`src/rtl/vga_timing_gen.sv`:
```
// VGA raster timing generator: free-running pixel/line counters with registered
// sync/blank decode, packed onto a single 40-bit bus plus a frame-start strobe.
`ifndef VGA_BUS_SIZE
`define VGA_BUS_SIZE 40
`endif

module vga_timing_gen #(
  parameter int unsigned H_VISIBLE = 800,
  parameter int unsigned H_FRONT   = 40,
  parameter int unsigned H_SYNC    = 128,
  parameter int unsigned H_BACK    = 88,
  parameter int unsigned V_VISIBLE = 600,
  parameter int unsigned V_FRONT   = 1,
  parameter int unsigned V_SYNC    = 4,
  parameter int unsigned V_BACK    = 23,
  parameter bit          SYNC_POL  = 1'b1
) (
  input  logic                     pclk,
  input  logic                     rst,
  input  logic                     en,
  output logic [`VGA_BUS_SIZE-1:0] vga_out,
  output logic                     frame_start
);

  localparam int unsigned H_TOTAL = H_VISIBLE + H_FRONT + H_SYNC + H_BACK;
  localparam int unsigned V_TOTAL = V_VISIBLE + V_FRONT + V_SYNC + V_BACK;

  localparam logic [11:0] H_LAST     = 12'(H_TOTAL - 1);
  localparam logic [11:0] V_LAST     = 12'(V_TOTAL - 1);
  localparam logic [11:0] H_VIS      = 12'(H_VISIBLE);
  localparam logic [11:0] V_VIS      = 12'(V_VISIBLE);
  localparam logic [11:0] HS_START   = 12'(H_VISIBLE + H_FRONT);
  localparam logic [11:0] HS_END     = 12'(H_VISIBLE + H_FRONT + H_SYNC);
  localparam logic [11:0] VS_START   = 12'(V_VISIBLE + V_FRONT);
  localparam logic [11:0] VS_END     = 12'(V_VISIBLE + V_FRONT + V_SYNC);

  logic [11:0] hcount_r;
  logic [11:0] vcount_r;
  logic        hs_r;
  logic        hblnk_r;
  logic        vs_r;
  logic        vblnk_r;
  logic        frame_start_r;

  logic [11:0] h_next;
  logic [11:0] v_next;
  logic        h_wrap;
  logic        hs_next;
  logic        hblnk_next;
  logic        vs_next;
  logic        vblnk_next;

  // Flags are decoded from the *next* counter values so that, once registered,
  // they land in the same cycle as the counts they describe.
  always_comb begin
    // NOTE: every always_comb output gets a default up front so no path can
    // leave it unassigned and infer a latch.
    h_wrap = (hcount_r == H_LAST);
    h_next = h_wrap ? 12'd0 : hcount_r + 12'd1;
    v_next = vcount_r;
    if (h_wrap) begin
      v_next = (vcount_r == V_LAST) ? 12'd0 : vcount_r + 12'd1;
    end

    hblnk_next = (h_next >= H_VIS);
    vblnk_next = (v_next >= V_VIS);
    hs_next    = ((h_next >= HS_START) && (h_next < HS_END)) ? SYNC_POL : ~SYNC_POL;
    vs_next    = ((v_next >= VS_START) && (v_next < VS_END)) ? SYNC_POL : ~SYNC_POL;
  end

  always_ff @(posedge pclk or posedge rst) begin
    if (rst) begin
      // NOTE: sequential state uses non-blocking assignments so every register
      // samples pre-edge values, independent of statement order.
      hcount_r      <= 12'd0;
      vcount_r      <= 12'd0;
      hs_r          <= ~SYNC_POL;
      hblnk_r       <= 1'b0;
      vs_r          <= ~SYNC_POL;
      vblnk_r       <= 1'b0;
      frame_start_r <= 1'b0;
    end else if (en) begin
      hcount_r      <= h_next;
      vcount_r      <= v_next;
      hs_r          <= hs_next;
      hblnk_r       <= hblnk_next;
      vs_r          <= vs_next;
      vblnk_r       <= vblnk_next;
      frame_start_r <= (h_next == 12'd0) && (v_next == 12'd0);
    end else begin
      // Held cycles keep position but must not repeat the frame strobe.
      frame_start_r <= 1'b0;
    end
  end

  assign vga_out     = {hcount_r, hs_r, hblnk_r, vcount_r, vs_r, vblnk_r, 12'h000};
  assign frame_start = frame_start_r;

endmodule

```
`config.mk`:
```
export PLATFORM = sky130hd
export DESIGN_NAME = vga_timing_gen
export DESIGN_NICKNAME = d
export VERILOG_FILES = /design/src/rtl/vga_timing_gen.sv
export SDC_FILE = /design/constraint.sdc
export NUM_CORES = 1
export LEC_CHECK = 0
export ABC_CLOCK_PERIOD_IN_PS = 7700
export CAP_MARGIN = 20
export CORE_MARGIN = 10
export CORE_UTILIZATION = 55
export CTS_CLUSTER_SIZE = 12
export DETAILED_ROUTE_END_ITERATION = 10
export HOLD_SLACK_MARGIN = 0.05
export PLACE_DENSITY = 0.91
export SYNTH_ARGS = -nofsm -noshare
export SYNTH_HDL_FRONTEND = slang
export SYNTH_SLANG_ARGS = --single-unit
```
`constraint.sdc`:
```
create_clock -name pclk -period 7.7 [get_ports pclk]
set_input_delay 1.54 -clock pclk [delete_from_list [all_inputs] [get_ports pclk]]
set_output_delay 1.54 -clock pclk [all_outputs]
set_load 0.005 [all_outputs]
```
-- After elaboration in Yosys (flattened, before gate mapping)
Cells that the tools add are included.
- flip-flop bits (word level): 29
- output and inout bits: 41
- logic and storage cells: 28
- $add $sub $neg: 2
- order comparisons: 6
- equal/unequal tests: 2
- mux-type cells: 6
- reduce and logical (&&, ||, !) cells: 5
- operators with widths (kind ; number):
    $ge 12x10->1 const B ; 4
    $mux 12 ; 3
    $add 12x1->12 const B ; 2
    $logic_not 12->1 ; 2
    $lt 12x10->1 const B ; 2
    $eq 12x10->1 const B ; 1
    $eq 12x11->1 const B ; 1
    $logic_and 1x1->1 ; 3
    $mux 1 ; 3

-- Depth between registers and ports, before layout
- word-level depth: 6
- mapped depth: 9
- gate-level depth less buffers: 8

-- Worst setup path before layout
Ideal clock, no wire load.
- path type: reg-to-reg
- from: reg hcount_r[9]
- to: reg frame_start_r, in the netlist frame_start
- arrival: 2.797 ns
- path slack: 4.797 ns
- cell stages (with the launch flop): 9
- buffers on the path: 2
- cell sequence: dfrtp_1 buf_6 or4b_4 or3_1 buf_6 o41ai_4 nand3_2 or4_4 a2111oi_4
- longest elaborated chain between the ends: 5
- elaborated cells between the ends (all ways): 8
- classes of those cells: 1 x add/sub; 1 x eq/ne; 3 x mux; 3 x reduce/logical
- ends and longest elaborated chain (what ; line ; source):
    start: declaration ; 37 ; logic [11:0] hcount_r;
    start signal: assignment ; 83 ; hcount_r <= h_next;
    $add 12x1->12 or $eq 12x11->1 (tied branches) ; 59, 58 ;
    $mux 12, on equally long branches ; 59, 61 ;
    $logic_not 12->1 ; 89 ; frame_start_r <= (h_next == 12'd0) && (v_next == 12'd0);
    $logic_and 1x1->1 * ; 89 ;
    $mux 1 * ; 82 ; end else if (en) begin
    end signal: assignment ; 89 ;
    end: declaration ; 43 ; logic frame_start_r;
Mark *: on every way between the ends. The rest lies on a longest branch, timed or not.
A chain may end at the register's enable or synchronous reset.

-- Final worst setup path
- from: in en
- to: reg frame_start_r, in the netlist frame_start
- longest elaborated chain between the ends: 1
- ends and longest elaborated chain (what ; line ; source):
    start: declaration ; 20 ; input logic en,
    $mux 1 ; 82 ;
No other way between the ends.

==> flow_metrics.py <==
metrics = {
    "placed_design": {
        "place_ws_ns": 3.90,
        "dpl-instance-area_mm2": 0.00242,
        "numPortBuffers": 31,
        "gp_congestion": 0.924,
        "dp_hpwl_um": 3720,
    },
    "setup_path": {
        "rr_worst_depth": 7,
        "critPathLaunchType": "input pin",
        "arrival_ns": 3.70,
        "cp-end-kind": "flip-flop",
        "crit_required_ns": 7.89,
        "critPathCapture": "frame_start",
        "critPathKind": "in -> reg",
        "path_max_fanout": 32,
        "rrSetupSlack_ns": 4.49,
        "startpoint": "en",
        "r2r-end": "frame_start",
        "rr_startpoint": "hcount_r[5]",
    },
    "cts": {
        "clockBufferDepth": 2,
        "ctsHoldBuffers": 0,
        "clock_latency_ns": 0.29,
        "clkTransAtPathRegs_ns": 0.06,
        "cts_sinks": 29,
        "cts_root_buffer": "clkbuf_8",
        "ctsResizeCount": 0,
        "htreeDepth": 2,
        "tritoncts": "yes",
        "numCtsBuffers": 5,
        "post_cts.repair.setup_buffers": 0,
    },
    "logic_synthesis": {
        "synth_edf_count": 0,
        "synth_xor_xnor_area_share_pct": 7.61,
        "ys_seq_area_share_pct": 33.2,
        "yosysTopAreaCell": "dfrtp_1",
        "yosysMostFrequentCell": "dfrtp_1",
        "synth_top_family_by_area": "simple AND/OR/NAND/NOR gates",
        "synth-adder-area-share_pct": 1.72,
        "synth_mux_area_share_pct": 2.46,
        "synth_compound_area_share_pct": 18.9,
        "synth.area.top_cells": "dfrtp_1 (33%), xnor2_1 (6.0%), buf_4 (5.5%)",
        "synthSimpleGateAreaFrac_pct": 25.4,
        "ys_ff_latch": 29,
        "yosys_warnings": 0,
        "syn_area_mm2": 0.00219,
        "async_flop_share_pct": 100,
        "syn_inst": 262,
        "synth-main-ff-cell": "dfrtp_1",
        "synth_top_area_share_pct": 33.2,
        "synth.avg_cell_area_um2": 8.34,
        "ys_types": 52,
        "synth_commonest_cells": "dfrtp_1 (29), nand2_1 (28), nor2_1 (18)",
    },
    "power_and_ir_drop": {
        "peakVddDrop_v": 0.000193,
        "p_per_area_mw_per_mm2": 195,
        "power.leakage_uw": 0.000990,
    },
    "route": {
        "drtIter0Drc": 188,
        "drc": 0,
        "num_vias": 1945,
        "routed_via_density": 5.88,
        "firstDrtPassIters": 4,
        "wl_um": 5110,
        "routedWlPerCell_um": 15.5,
        "antenna_left": 0,
    },
    "floorplan": {
        "core_mm2": 0.00374,
        "pin_count": 44,
        "fp.dieW_um": 83.0,
        "row_count": 22,
        "initial_utilization_pct": 58.4,
        "die_y_um": 83.0,
        "dieArea_mm2": 0.00690,
    },
    "global_routing": {
        "gr-total-overflow": 0,
        "grt_max_degree": 33,
        "grt_use_total_pct": 14.5,
        "antenna_found_initial": 0,
        "grt_pass1_vias": 1784,
        "grt_pass1_wl_um": 8520,
    },
    "layout": {
        "final_nets": 289,
        "layout-drive-gt1-share_pct": 7.07,
        "finalInstanceArea_mm2": 0.00253,
        "synthToLayoutAreaGrowth_pct": 15.9,
        "n_antenna_cell": 0,
    },
    "sta": {
        "setup_viol": 0,
        "drv_slew": 0,
        "max_freq_mhz": 285,
        "timing.final.ws_setup_ns": 4.19,
        "finalCriticalPeriod_ns": 3.51,
        "fin_crit_sh_pct": 45.6,
        "rsz0062_at_grt": "no",
        "worstMarginPinSlew_ns": 0.846,
        "fin_setup_tns_ns": 0,
        "hold_violations": 0,
        "finClkSkew_ns": 0.00565,
        "relSlewSlack_pct": 43.2,
    },
    "run": {
        "drv_cap": 0,
    },
    "hold_path": {
        "holdCritPathClass": "reg -> reg",
    },
    "status": {
        "status": "finished, final reports clean",
    },
}
-- metal layers --
metal  global-route usage [%]  part of all wire (%)
met5                        0                     0
met4                     6.77                   1.9
met3                     5.66                   9.1
met2                     21.4                    46
met1                     17.9                    43
-- worst min-delay path by stage --
stage               cells after the start       to     from  slack (ns)
global placement                        2     vs_r     vs_r        0.52
global route                            2  hblnk_r  hblnk_r        0.55
finish                                  2  hblnk_r  hblnk_r        0.53
detailed placement                      2  hblnk_r  hblnk_r        0.53
CTS                                     2  hblnk_r  hblnk_r        0.54
floorplan                               2     hs_r     hs_r        0.50
-- cells by family (layout without fill, tap and decap cells) --
kind of cell               Yosys count  count (layout)
muxes                                5               5
xor gates and xnor gates            19              19
AOI/OAI and AO/OA                   60              60
buffers and inverters               41              51
and+or+nand+nor                    104             104
other                                1              12
DFF                                 29              29
adders and majority gates            3               3
-- power by group --
group          switching, uW  internal [uW]  leakage, uW
Sequential              43.5            170     0.000379
Combinational           71.0           82.9     0.000566
Clock                   55.7           70.7    0.0000443
-- layout make-up --
cell class,count,area (um^2)
clock buffer,7,86.3
fill,318,1210
inverter,10,37.5
multi-input combinational,203,1270
sequential,29,726
tap,48,60.1
timing repair buffer,34,353
-- layout by cell type (no fill, tap or decap), types with 3 or more instances in the layout --
cell type,count
clkdlybuf4s50_1,31
dfrtp_1,29
nand2_1,28
nor2_1,18
o21ai_0,17
xnor2_1,15
nand3_1,14
conb_1,12
a21oi_1,11
inv_1,10
nor3_1,8
o31ai_1,7
nand4_1,6
clkbuf_8,6
or3_1,5
and3_1,5
xor2_1,4
a31oi_1,4
o22ai_1,3
o21ai_1,3
mux2_2,3
o211ai_1,3
ha_1,3
-- stage by stage --
step / util, % / power (uW) / cells / hold WS [ns]
after floorplan: - / 312 / 273 / 0.500
after global placement: 64.6 / 363 / 323 / 0.520
after detailed placement: 64.6 / 367 / 323 / 0.527
after CTS: 66.9 / 495 / 330 / 0.536
after global routing: 67.7 / 525 / 331 / 0.552
final: 67.7 / 494 / 331 / 0.530
-- registers in the layout, summed over array words and instances, names as in the netlist --
signal,cells
hs_r,1
vs_r,1
hblnk_r,1
hcount_r,12
vcount_r,12
vblnk_r,1
frame_start,1
-- critical path: stages --
cell	delay, ns
clkdlybuf4s50_1	0.45
buf_4	0.31
nand2_1	0.14
o41ai_4	0.33
nand3_2	0.12
or4_4	0.53
a2111oi_4	0.27
(Power assumes the default switching activity.)
